## config.mk

```make
export PLATFORM = sky130hd
export DESIGN_NAME = airi5c_ram_arbiter
export DESIGN_NICKNAME = d
export VERILOG_FILES = /design/src/rtl/airi5c_ram_arb_pkg.sv /design/src/rtl/airi5c_rr_picker.sv /design/src/rtl/airi5c_ram_arbiter.sv
export SDC_FILE = /design/constraint.sdc
export NUM_CORES = 1
export LEC_CHECK = 0
export BUFFER_PORTS_ARGS = -buffer_cell sky130_fd_sc_hd__buf_2
export CORE_AREA = 2 2 123 125
export CTS_CLUSTER_SIZE = 30
export DETAILED_ROUTE_END_ITERATION = 6
export DIE_AREA = 0 0 125 127
export PLACE_DENSITY = 0.47
export SYNTH_ARGS = -nofsm -noshare
export SYNTH_HDL_FRONTEND = slang
export SYNTH_SLANG_ARGS = --single-unit
```

## constraint.sdc

```tcl
create_clock -name clk -period 2.2 [get_ports clk]
set_clock_uncertainty 0.1 [all_clocks]
set_input_delay 0.22 -clock clk [delete_from_list [all_inputs] [get_ports clk]]
set_output_delay 0.22 -clock clk [all_outputs]
set_load 0.005 [all_outputs]
```

## src/rtl/airi5c_ram_arb_pkg.sv

```systemverilog
// Shared constants and types for the two-requester RAM port arbiter.
// Requester ids double as grant indices and as the low bit of the lock owner code.
package airi5c_ram_arb_pkg;

  localparam logic REQ_IMEM = 1'b0;
  localparam logic REQ_DMEM = 1'b1;

  typedef enum logic [1:0] {
    LOCK_IMEM = 2'd0,
    LOCK_DMEM = 2'd1,
    LOCK_NONE = 2'd2
  } lockOwnerE;

  localparam int unsigned DEFAULT_NWORDS       = 65536;
  localparam int unsigned DEFAULT_ADDR_SHIFT   = 5;
  localparam int unsigned DEFAULT_LOCK_TIMEOUT = 16;

  function automatic lockOwnerE lockOf(input logic id);
    return id ? LOCK_DMEM : LOCK_IMEM;
  endfunction

endpackage

```

## src/rtl/airi5c_rr_picker.sv

```systemverilog
// Two-way round-robin grant; a held lock restricts eligibility to its owner.
module airi5c_rr_picker (
  input  logic       enable_i,
  input  logic [1:0] valid_i,
  input  logic       rrPtr_i,
  input  logic       lockValid_i,
  input  logic       lockId_i,
  output logic [1:0] grant_o
);

  always_comb begin
    grant_o = 2'b00;
    if (enable_i) begin
      if (lockValid_i) begin
        grant_o[lockId_i] = valid_i[lockId_i];
      end else if (&valid_i) begin
        grant_o[rrPtr_i] = 1'b1;
      end else begin
        grant_o = valid_i;
      end
    end
  end

endmodule

```

## src/rtl/airi5c_ram_arbiter.sv

```systemverilog
// Shares one RAM port between instruction fetch (m0) and data (m1) requesters,
// tracking the one-cycle read latency, round-robin fairness and atomic locks.
module airi5c_ram_arbiter
  import airi5c_ram_arb_pkg::*;
#(
  parameter int unsigned NWORDS       = DEFAULT_NWORDS,
  parameter int unsigned ADDR_SHIFT   = DEFAULT_ADDR_SHIFT,
  parameter int unsigned LOCK_TIMEOUT = DEFAULT_LOCK_TIMEOUT
) (
  input  logic        clk,
  input  logic        reset,
  input  logic        m0_req_valid,
  output logic        m0_req_ready,
  input  logic [31:0] m0_req_addr,
  input  logic [3:0]  m0_req_wstrb,
  input  logic [31:0] m0_req_wdata,
  input  logic        m0_req_lock,
  output logic        m0_rsp_valid,
  output logic [31:0] m0_rsp_rdata,
  output logic        m0_rsp_err,
  input  logic        m1_req_valid,
  output logic        m1_req_ready,
  input  logic [31:0] m1_req_addr,
  input  logic [3:0]  m1_req_wstrb,
  input  logic [31:0] m1_req_wdata,
  input  logic        m1_req_lock,
  output logic        m1_rsp_valid,
  output logic [31:0] m1_rsp_rdata,
  output logic        m1_rsp_err,
  output logic        lock_abort,
  output logic        ram_en,
  output logic [3:0]  ram_we,
  output logic [31:0] ram_addr,
  output logic [31:0] ram_di,
  input  logic [31:0] ram_do
);

  localparam logic [7:0] TIMEOUT_LAST = 8'(LOCK_TIMEOUT - 1);

  lockOwnerE   lockOwner_q, lockOwner_d;
  logic        rrPtr_q, rrPtr_d;
  logic [7:0]  idleCnt_q, idleCnt_d;
  logic        pendValid_q, pendId_q, pendErr_q;

  logic [1:0]  reqValid, grant;
  logic        handshake, grantId, inRange, lockValid, ownerValid, lockAbort, rspLive;
  logic        selLock;
  logic [31:0] selAddr, selWdata, wordIdx;
  logic [3:0]  selWstrb;
  logic [1:0]  unusedAddrBits;

  assign reqValid  = {m1_req_valid, m0_req_valid};
  assign lockValid = (lockOwner_q != LOCK_NONE);

  // Grants are suppressed while reset is held so nothing reaches the RAM.
  airi5c_rr_picker u_picker (
    .enable_i    (!reset),
    .valid_i     (reqValid),
    .rrPtr_i     (rrPtr_q),
    .lockValid_i (lockValid),
    .lockId_i    (lockOwner_q[0]),
    .grant_o     (grant)
  );

  assign m0_req_ready = grant[0];
  assign m1_req_ready = grant[1];
  assign handshake    = |grant;
  assign grantId      = grant[1];

  assign selAddr        = grantId ? m1_req_addr  : m0_req_addr;
  assign selWdata       = grantId ? m1_req_wdata : m0_req_wdata;
  assign selWstrb       = grantId ? m1_req_wstrb : m0_req_wstrb;
  assign selLock        = grantId ? m1_req_lock  : m0_req_lock;
  assign unusedAddrBits = selAddr[1:0];

  assign wordIdx  = {2'b00, selAddr[31:2]};
  assign inRange  = (wordIdx < NWORDS);
  assign ram_en   = handshake & inRange;
  assign ram_we   = ram_en ? selWstrb : 4'b0000;
  assign ram_addr = wordIdx << ADDR_SHIFT;
  assign ram_di   = selWdata;

  // An owner raising valid on the deadline cycle is granted instead of aborted.
  assign ownerValid = reqValid[lockOwner_q[0]];
  assign lockAbort  = !reset & lockValid & !ownerValid & (idleCnt_q == TIMEOUT_LAST);
  assign lock_abort = lockAbort;

  always_comb begin
    rrPtr_d     = rrPtr_q;
    lockOwner_d = lockOwner_q;
    idleCnt_d   = idleCnt_q;
    if (handshake) begin
      rrPtr_d     = ~grantId;
      lockOwner_d = selLock ? lockOf(grantId) : LOCK_NONE;
      idleCnt_d   = 8'd0;
    end else if (lockAbort) begin
      lockOwner_d = LOCK_NONE;
      idleCnt_d   = 8'd0;
    end else if (lockValid) begin
      idleCnt_d   = idleCnt_q + 8'd1;
    end
  end

  always_ff @(posedge clk) begin
    if (reset) begin
      rrPtr_q     <= REQ_IMEM;
      lockOwner_q <= LOCK_NONE;
      idleCnt_q   <= 8'd0;
      pendValid_q <= 1'b0;
      pendId_q    <= REQ_IMEM;
      pendErr_q   <= 1'b0;
    end else begin
      rrPtr_q     <= rrPtr_d;
      lockOwner_q <= lockOwner_d;
      idleCnt_q   <= idleCnt_d;
      pendValid_q <= handshake;
      pendId_q    <= grantId;
      pendErr_q   <= !inRange;
    end
  end

  assign rspLive      = pendValid_q & !reset;
  assign m0_rsp_valid = rspLive & (pendId_q == REQ_IMEM);
  assign m1_rsp_valid = rspLive & (pendId_q == REQ_DMEM);
  assign m0_rsp_err   = m0_rsp_valid & pendErr_q;
  assign m1_rsp_err   = m1_rsp_valid & pendErr_q;
  assign m0_rsp_rdata = (m0_rsp_valid & !pendErr_q) ? ram_do : 32'h0;
  assign m1_rsp_rdata = (m1_rsp_valid & !pendErr_q) ? ram_do : 32'h0;

endmodule

```

==> results.md, run 1 <==
- Switch Pwr: 366 uW
- Synth Register Bits: 14
- Total grt overflow: 0
- Row cnt: 44
- Mapped Cells: 247
- Wirelength per Cell: approximately 14 um
- Fin area: 4190 um^2
- Root Driver: clkbuf_16
- Fin crit share: 0.980
- Critical Path RT: 1880 ps
- First-pass GRT wire length: 15.5 mm
- Most frequent cells after synthesis: 67 x and2_1, 57 x mux2_4, 14 x dfxtp_1
- Number of H-tree levels: 1
- Worst Path Arrival: 1840 ps
- Number of flops mapped to enable cells by yosys: 0
- Setup crit end kind: output port
- Initial antenna violation count: 0
- Area growth from synthesis to layout: 77.3%
- Hold_buf cts: 0
- Avg Vias per Cell: around 4.0
- Slew HR: 0.633
- Total GRT Usage: 0.118
- Slew @ Worst Pin: 547 ps
- Most common cell in the synthesized netlist: and2_1
- Asr flop ratio synth: 0
- Port Buffers: 304
- Fmax: 464 MHz
- Synth top area share: 0.362
- Max Cap Violations: 0
- Largest net degree at the start of global routing: 33
- # DRC: 0
- Critical path fanouts, max: 15
- CP cell instances: nand2b_4, a21o_4, and2_4, bufbuf_16, mux2_4, buf_2
- Worst vdd ir: 0.252 mV
- Setup violations, final: 0
- Max-slew violation count: 0
- Critical path launch point type: register
- Slowest CP cell: dfxtp_2
- Placeable core region: 14400 um^2
- Post-route minimum period: 2160 ps
- Drt total wl: about 11 mm
- Antenna diodes: 0
- Nets: between 700 and 800
- Top_reg_cell synth: dfxtp_1
- Layout Cells excl Fill: approximately 740
- Sw frac: 0.281
- Die area: 15900 um^2
- PD cells: between 300 and 400 nW/um^2
- Clk sink count: 14
- Reg power frac: 0.214
- Initial DRC Count: 56
- Number of global-route vias before repair: 2846
- Synth unique cells: 44
- Internal power consumption: around 940 uW
- Clk pin slew, worst setup/hold paths: 50 ps
- Syn_area_per_cell: 9.58 um^2
- Mapped cell area: approximately 2400 um^2
- Die Span Y: 127 um
- Hpwl dp: 9.26 mm
- Seq/Total Area, Yosys: 0.118
- Pleak: 0.00239 uW
- Setup_tns: 0 ps
- Die Width: 125 um
- Antenna Nets Post-Route: 0
- Max clock buf depth: 2
- Via count: 2962
- Synth Warn #: 0
- Worst Hold Class: in2reg
- Status: finished clean
- Share of cells above drive strength 1: 0.710
- Skew-Pair Late Insertion Delay: about 250 ps
- GPL Wtd Cong: around 0.78
- Fill count: 1542
- Register area: 284 um^2
- TritonCTS Buffers: 3
- Io pins: 314
- Top cells by area, synth: mux2_4 36%, and2_1 18%, dfxtp_1 12%
- Initial Util: 0.164
- Combinational share of power: 0.491
- Area of the multi-input gates: between 1500 and 2000 um^2
- Placed Cells incl. Taps: 727
- Worst Setup Path Type: reg2out
- Max incr delay on CP: ~330 ps
- Placed cell areas: 4030 um^2
- CTS tree: yes
- Clk pwr share: 0.296
- Fin. Hold Viols: 0
- Drt first pass iters: 4
- Cell taking the most area after synthesis: mux2_4
what timing repair did:
| action | CTS | global route |
|---|---|---|
| gates cloned | 1 | 0 |
| resized for setup | 3 | 3 |
| endpoints found under the setup margin | 38 | 16 |
| setup buffers | 3 | 0 |
| pin swaps | 1 | 0 |
power groups by stage:
stage,registers (uW),clock network [uW],logic (uW)
2_1_floorplan,278,0,336
3_3_place_gp,282,0,616
3_5_place_dp,282,0,626
4_1_cts,278,398,649
5_1_grt,280,412,692
6_report,279,386,640
path summary, 6_finish.rpt:
kind	from	to	slack, ps	depth (start not counted)
setup / recovery	rrPtr_q$_SDFFE_PP0P_	ram_di[23]	40	6
hold / removal	m1_req_lock	lockOwner_q[0]$_SDFFE_PP0P_	110	2
setup reg to reg	idleCnt_q[4]$_SDFFE_PP0N_	idleCnt_q[5]$_SDFFE_PP0N_	590	4
hold reg to reg	rrPtr_q$_SDFFE_PP0P_	rrPtr_q$_SDFFE_PP0P_	350	1
cells by family after synthesis:
group           after synthesis  synth area share
simple gates                120             0.317
mux                          61             0.380
buf+inv                      24            0.0962
compound gates               21            0.0635
flops                        14             0.118
xor+xnor                      5            0.0185
fa+ha+maj                     1           0.00529
other cells                   1           0.00158
cells in the final DEF, fill, tap and decap left out, types with 2 or more instances in the layout:
cell       Yosys  routed
mux2_4        57      57
o21a_1         2       2
o21ai_0        4       4
a22oi_1        4       4
and2_1        67      67
nor2b_1        3       3
buf_12         7       4
xor2_1         4       4
nand2_1        7       7
and3b_1        3       3
mux2i_1        2       2
inv_1          2       2
a211oi_1       2       2
buf_2          3     304
nand2b_1       4       4
nand3_1        2       2
buf_4          5       9
conb_1         1       5
clkbuf_16      0       3
nor4_1         7       7
or3_1          2       2
dfxtp_2        0       3
a21oi_1        3       3
dfxtp_1       14      11
nand4_1        7       7
nor2_1         9       9
mux2_2         2       2
sequential cells by signal (all words and copies together), names as in the netlist:
signal	cells
idleCnt_q	8
lockOwner_q	2
pendErr_q	1
pendId_q	1
pendValid_q	1
rrPtr_q	1
final cells by class:
type / count / area share
clock buffer: 4 / 0.0212
sequential: 14 / 0.0677
timing repair buffer: 318 / 0.406
tap: 184 / 0.0549
multi-input combinational: 213 / 0.449
inverter: 2 / 0.00179
layer usage:
layer,global-route usage,up-vias,routed length [um]
met5,0,-,0
met2,0.224,129,5590
li1,-,1465,-
met3,0.0255,9,721
met4,0.0150,0,76
met1,0.140,1359,4140
worst max-delay path: cells and delay by family (launching register included):
family / cells / cell delay (ps)
compound gates: 1 / 190
flops: 1 / 330
mux: 1 / 290
simple gates: 2 / 320
buf+inv: 2 / 440
stage by stage:
stage	util	power, uW	setup slack [ps]	hold WS (ps)
3_3_place_gp	0.279	898	206	364
2_1_floorplan	-	614	467	242
4_1_cts	0.290	1320	0.154	110
5_1_grt	0.291	1380	-7.72	124
6_report	0.291	1310	43.1	111
3_5_place_dp	0.279	908	193	367
(Power assumes the default switching activity.)
==> run 2: changes to the inputs <==
--- a/config.mk
+++ b/config.mk
@@ -6,11 +6,13 @@
 export NUM_CORES = 1
 export LEC_CHECK = 0
 export BUFFER_PORTS_ARGS = -buffer_cell sky130_fd_sc_hd__buf_2
-export CORE_AREA = 2 2 123 125
+export CORE_AREA = 2 2 122 124
 export CTS_CLUSTER_SIZE = 30
 export DETAILED_ROUTE_END_ITERATION = 6
-export DIE_AREA = 0 0 125 127
-export PLACE_DENSITY = 0.47
+export DIE_AREA = 0 0 124 126
+export PLACE_DENSITY = 0.45
+export SKIP_LAST_GASP = 1
 export SYNTH_ARGS = -nofsm -noshare
 export SYNTH_HDL_FRONTEND = slang
+export SYNTH_HIERARCHICAL = 1
 export SYNTH_SLANG_ARGS = --single-unit
==> results.md, run 2 <==
- Antenna Nets Post-Route: 0 (unchanged)
- Total GRT Usage: 0.120 (was 0.118)
- Number of H-tree levels: 1 (unchanged)
- Hpwl dp: 9.38 mm (was 9.26 mm)
- Post-synthesis compound-gate area fraction: 0.0589 (was 0.0635)
- Critical path fanouts, max: 10 (was 15)
- Status: finished with violations (was finished clean)
- Worst Setup Path Type: reg2out (unchanged)
- Max FFs per register: 8 (unchanged)
- Antenna diodes: 0 (unchanged)
- Initial DRC Count: 30 (was 56)
- Setup crit end kind: output port (unchanged)
- TritonCTS Buffers: 3 (unchanged)
- Commonest non-fill, non-tap cell in the layout: buf_2 (unchanged)
- Total power: 1310 uW (about the same)
- Critical path launch point type: register (unchanged)
- Die Span Y: 126 um (was 127 um)
- Number of global-route vias before repair: 2945 (was 2846)
- Worst Path Arrival: 2350 ps (was 1840 ps)
- RR Startpoint: lockOwner_q[0]$_SDFFE_PP0P_ (was idleCnt_q[4]$_SDFFE_PP0N_)
- Synth Register Bits: 14 (unchanged)
- Wirelength per Cell: 13.9 um (was 14.3 um)
- Fin crit share: 1.21 (was 0.980)
- Pleak: 0.00232 uW (was 0.00239 uW)
- Max-slew violation count: 0 (unchanged)
- Port Buffers: 304 (unchanged)
- Unrepaired setup endpoints after global routing: true
- Top cells by area, synth: mux2_2 32%, and2_1 21%, dfxtp_1 14% (was mux2_4 36%, and2_1 18%, dfxtp_1 12%)
- Max Cap Violations: 0 (unchanged)
- PD cells: 313 nW/um^2 (was 311 nW/um^2)
- Fin. Hold Viols: 0 (unchanged)
- Failing checks: setup timing
- Number of flops mapped to enable cells by yosys: 0 (unchanged)
- Initial antenna violation count: 1 (was 0)
- First-pass GRT wire length: 14.8 mm (was 15.5 mm)
- Synth top area share: 0.322 (was 0.362)
- Post-Synth XOR/XNOR Area: 0.0263 (was 0.0185)
- Worst vdd ir: 0.279 mV (was 0.252 mV)
- Mux cell area share after synthesis: 0.347 (was 0.380)
- Max clock buf depth: 2 (unchanged)
- Fill count: 1534 (was 1542)
- Skew-Pair Late Insertion Delay: 240 ps (was 250 ps)
- Mapped cell area: 2000 um^2 (was 2370 um^2)
- Syn_area_per_cell: 8.46 um^2 (was 9.58 um^2)
- Clk pin slew, worst setup/hold paths: 50 ps (about the same)
- Most frequent cells after synthesis: 68 x and2_1, 57 x mux2_2, 15 x nor2_1 (was 67 x and2_1, 57 x mux2_4, 14 x dfxtp_1)
- Fmax: 375 MHz (was 464 MHz)
- GPL Wtd Cong: 0.798 (was 0.779)
- Setup violations, final: 58 (was 0)
- Drt total wl: 10.4 mm (was 10.5 mm)
- Largest family of logic cells by synthesized area: simple AND/OR/NAND/NOR gates (was multiplexers)
- Worst hold endpoint: lockOwner_q[0]$_SDFFE_PP0P_ (unchanged)
- Simple-gate portion of the synthesized area: 0.357 (was 0.317)
- Nets: 739 (was 727)
- Critical Path RT: 1880 ps (about the same)
- Most common cell in the synthesized netlist: and2_1 (unchanged)
- Post-route minimum period: 2670 ps (was 2160 ps)
- Hold depth: 3 (was 2)
- Seq/Total Area, Yosys: 0.140 (was 0.118)
- Clk sink count: 14 (unchanged)
- Placeable core region: 14300 um^2 (was 14400 um^2)
- Synth unique cells: 37 (was 44)
- Worst hold start: m1_req_lock (unchanged)
- # DRC: 0 (unchanged)
- Row cnt: 44 (unchanged)
- Avg Vias per Cell: 4.00 (was 4.03)
- Cell taking the most area after synthesis: mux2_2 (was mux2_4)
- Top flop regs: idleCnt_q x8, lockOwner_q x2 (unchanged)
- Placed Cells incl. Taps: 732 (was 727)
- Layout Cells excl Fill: 747 (was 735)
- Adder-cell area share of the yosys netlist: 0.00627 (was 0.00529)
- Reg-to-reg endpoint: pendErr_q$_SDFF_PP0_ (was idleCnt_q[5]$_SDFFE_PP0N_)
- Most frequent cells in the layout: 304 x buf_2, 67 x and2_1, 56 x mux2_2 (was 304 x buf_2, 67 x and2_1, 57 x mux2_4)
- Drt first pass iters: 4 (unchanged)
- Io pins: 314 (unchanged)
- Worst Hold Class: in2reg (unchanged)
- Die area: 15600 um^2 (was 15900 um^2)
- Largest net degree at the start of global routing: 33 (unchanged)
- Die Width: 124 um (was 125 um)
- Final worst slack: -469 ps (was 43.1 ps)
- Share of cells above drive strength 1: 0.750 (was 0.710)
- Asr flop ratio synth: 0 (unchanged)
- CTS tree: yes (unchanged)
- Area growth from synthesis to layout: 110% (was 77.3%)
- Via count: 2988 (was 2962)
- Mapped Cells: 236 (was 247)
- Total grt overflow: 0 (unchanged)
- R2R setup slack: -240 ps (was 590 ps)
- Most flops, register: idleCnt_q (unchanged)
- Top_reg_cell synth: dfxtp_1 (unchanged)
- Initial Util: 0.139 (was 0.164)
- R2r worst-path depth: 10 (was 4)
- Root Driver: clkbuf_16 (unchanged)
- Synth Warn #: 6 (was 0)
run 2: cell type report:
| type | count | area [um^2] | share of cell area |
|---|---|---|---|
| repair buffers | 340 | 1880 | 0.449 |
| multi-input cells | 203 | 1700 | 0.406 |
| flip-flops and latches | 14 | 282 | 0.0673 |
| well taps | 184 | 230 | 0.0550 |
| clock buffers | 4 | 88.8 | 0.0212 |
| inverters | 2 | 7.51 | 0.00179 |
run 2: logic make-up (layout without fill, tap and decap cells):
kind of cell,count (synthesis),count (layout)
buf+inv,23,346
fa+ha+maj,1,1
flops,14,14
mux,61,61
other cells,1,5
simple gates,117,117
compound gates,13,13
xor+xnor,6,6
run 2: critical path: stages (launching register included):
cell      delay [ps]
dfxtp_2          310
nand2b_4         150
nor2b_4          130
nor3_4           170
buf_12           160
mux2_4           320
nor4_4           320
nand4_4          240
nor2_1           160
buf_2            140
run 2: how the worst max path moves through the flow:
stage	from	endpoint	slack, ps	depth (start not counted)
5_1_grt	lockOwner_q[0]$_SDFFE_PP0P_	ram_we[3]	-600	9
4_1_cts	lockOwner_q[0]$_SDFFE_PP0P_	ram_we[3]	-540	9
2_1_floorplan	lockOwner_q[0]$_SDFFE_PP0P_	ram_en	-110	9
6_report	lockOwner_q[0]$_SDFFE_PP0P_	ram_we[3]	-470	9
3_3_place_gp	lockOwner_q[0]$_SDFFE_PP0P_	ram_we[2]	-340	9
3_5_place_dp	lockOwner_q[0]$_SDFFE_PP0P_	ram_we[2]	-390	9
run 2: where the power goes:
group,internal [uW],total (uW),leakage [uW],switching (uW)
Combinational,393,658,0.00216,265
Sequential,264,272,0.000114,7.84
Clock,275,379,0.0000442,103
Total,932,1310,0.00232,376
run 2: metal layers:
layer / wire (um) / GRT usage
met5: 0 / 0
met4: 61 / 0.00991
met3: 946 / 0.0172
met2: 5550 / 0.243
met1: 3860 / 0.133
run 2: timing repair:
action	CTS	global route
buffers inserted	4	6
setup endpoints to repair	59	68
pin swaps	5	1
gates resized for setup	19	9
hold buffers	0	0
endpoints found under the hold margin	0	0
gates cloned	1	0
run 2: per-stage QoR:
stage	utilization	setup WS [ps]	area, um^2	setup TNS, ps	hold slack (ps)
finish	0.292	-469	4190	-14420	138
global route	0.292	-600	4190	-22050	173
CTS	0.287	-537	4100	-15670	142
detailed placement	0.271	-391	3870	-4770	387
global placement	0.271	-338	3870	-4020	371
floorplan	-	-114	2040	-536	229
==> run 3: changes to the inputs <==
--- a/config.mk
+++ b/config.mk
@@ -10,7 +10,9 @@
 export CTS_CLUSTER_SIZE = 30
 export DETAILED_ROUTE_END_ITERATION = 6
 export DIE_AREA = 0 0 124 126
+export HOLD_SLACK_MARGIN = 0.1
 export PLACE_DENSITY = 0.45
+export RECOVER_POWER = 50
 export SKIP_LAST_GASP = 1
 export SYNTH_ARGS = -nofsm -noshare
 export SYNTH_HDL_FRONTEND = slang
==> results.md, run 3 (synthesis gave the netlist of run 2 again) <==
- Fin. Hold Viols: 0 (unchanged)
- Largest net degree at the start of global routing: 33 (unchanged)
- Fmax: 375 MHz (about the same)
- Initial antenna violation count: 1 (unchanged)
- Post-layout util: 0.291 (was 0.292)
- Critical path launch point type: register (unchanged)
- Status: finished with violations (unchanged)
- Total power: 1310 uW (about the same)
- Max Cap Violations: 0 (unchanged)
- CTS tree: yes (unchanged)
- GPL Wtd Cong: 0.798 (unchanged)
- Top flop regs: idleCnt_q x8, lockOwner_q x2 (unchanged)
- Number of H-tree levels: 1 (unchanged)
- Die area: 15600 um^2 (unchanged)
- Slowest CP cell: mux2_4 (unchanged)
- Initial Util: 0.139 (unchanged)
- Nets: 739 (unchanged)
- Max-slew violation count: 0 (unchanged)
- First-pass GRT wire length: 14.8 mm (unchanged)
- Die Span Y: 126 um (unchanged)
- Share of cells above drive strength 1: 0.726 (was 0.750)
- Worst hold margin: 138 ps (about the same)
- Unrepaired setup endpoints after global routing: true (unchanged)
- Placeable core region: 14300 um^2 (unchanged)
- Area growth from synthesis to layout: 108% (was 110%)
- Skew-Pair Late Insertion Delay: 240 ps (about the same)
- Failing checks: setup timing (unchanged)
- Total grt overflow: 0 (unchanged)
- Most flops, register: idleCnt_q (unchanged)
- Post-route minimum period: 2670 ps (about the same)
- TritonCTS Buffers: 3 (unchanged)
- Critical path fanouts, max: 10 (unchanged)
- Worst Hold Class: in2reg (unchanged)
- Setup violations, final: 58 (unchanged)
- Fin crit share: 1.21 (about the same)
- Max FFs per register: 8 (unchanged)
- Via count: 2988 (unchanged)
- Wirelength per Cell: 14.0 um (was 13.9 um)
- # DRC: 0 (unchanged)
- Worst vdd ir: 0.270 mV (was 0.279 mV)
- Final worst slack: -468 ps (was -469 ps)
- Max clock buf depth: 2 (unchanged)
- Pleak: 0.00224 uW (was 0.00232 uW)
- Row cnt: 44 (unchanged)
- Clk pin slew, worst setup/hold paths: 50 ps (about the same)
- PD cells: 314 nW/um^2 (was 313 nW/um^2)
- Clk sink count: 14 (unchanged)
- Max incr delay on CP: 320 ps (about the same)
- Most frequent cells in the layout: 293 x buf_2, 56 x mux2_2, 47 x and2_1 (was 304 x buf_2, 67 x and2_1, 56 x mux2_2)
- Setup_tns: -14420 ps (about the same)
- Antenna diodes: 0 (unchanged)
- Drt total wl: 10.5 mm (was 10.4 mm)
- Critical Path RT: 1880 ps (about the same)
- Setup crit end kind: output port (unchanged)
- CP cell instances: nand2b_4, nor2b_4, nor3_4, buf_12, mux2_4, nor4_4, nand4_4, nor2_1, buf_2 (unchanged)
- Worst Setup Path Type: reg2out (unchanged)
- Initial DRC Count: 43 (was 30)
- Die Width: 124 um (unchanged)
- Root Driver: clkbuf_16 (unchanged)
- Io pins: 314 (unchanged)
- Avg Vias per Cell: 4.00 (unchanged)
- Commonest non-fill, non-tap cell in the layout: buf_2 (unchanged)
- Worst Path Arrival: 2350 ps (about the same)
- Port Buffers: 304 (unchanged)
- Hpwl dp: 9.38 mm (unchanged)
- Number of global-route vias before repair: 2945 (unchanged)
- Drt first pass iters: 4 (unchanged)
- Total GRT Usage: 0.120 (unchanged)
- Antenna Nets Post-Route: 0 (unchanged)
-- run 3: changes by cell type in the layout (fill, tap and decap cells not counted) --
cell,delta
and2_0,+20
and2_1,-20
clkbuf_1,+12
buf_2,-11
buf_4,-2
clkbuf_2,+1
nor3b_1,+1
nor3b_2,-1
-- run 3: final cells by class --
class | count | area, um^2
timing repair buffer | 340 | 1860
sequential | 14 | 282
inverter | 2 | 7.51
fill | 1545 | 10200
multi-input combinational | 203 | 1690
tap | 184 | 230
clock buffer | 4 | 88.8
-- run 3: timing repair --
action / in CTS / in global routing
pin swaps: 5 / 1
setup endpoints to repair: 59 / 68
gates cloned: 1 / 0
setup buffers: 4 / 6
hold buffers: 0 / 0
resized for setup: 19 / 9
-- run 3: power breakdown --
| group | leakage, uW | internal (uW) | switching [uW] |
|---|---|---|---|
| combinational | 0.00209 | 392 | 265 |
| sequential | 0.000114 | 264 | 7.76 |
| clock | 0.0000442 | 275 | 103 |
| total | 0.00224 | 931 | 376 |
-- run 3: worst paths after layout --
path / startpoint / end / slack [ps] / cells after the start
worst max-delay path: lockOwner_q[0]$_SDFFE_PP0P_ / ram_we[3] / -470 / 9
worst min register to register: idleCnt_q[7]$_SDFFE_PP0N_ / idleCnt_q[7]$_SDFFE_PP0N_ / 410 / 2
worst min-delay path: m1_req_lock / lockOwner_q[0]$_SDFFE_PP0P_ / 140 / 3
worst max register to register: lockOwner_q[0]$_SDFFE_PP0P_ / pendErr_q$_SDFF_PP0_ / -240 / 10
-- run 3: per-stage QoR --
stage	setup WS, ps	cell area (um^2)	cells
floorplan	-114	2040	240
global placement	-338	3870	732
detailed placement	-391	3870	732
CTS	-537	4100	741
global route	-600	4160	747
finish	-468	4160	747
-- run 3: critical path, delay by kind of cell, from the launching register on --
family | cells | cell delay, ps
multiplexers | 1 | 320
AND/OR/NAND/NOR | 6 | 1160
buffers and inverters | 2 | 300
flip-flops | 1 | 310
-- run 3: routing by layer --
| metal | global-route usage | part of all wire | vias up |
|---|---|---|---|
| met2 | 0.243 | 0.53 | 194 |
| met3 | 0.0172 | 0.092 | 8 |
| met4 | 0.00991 | 0.0058 | 0 |
| li1 | - | - | 1462 |
| met1 | 0.133 | 0.37 | 1324 |
| met5 | 0 | 0 | - |
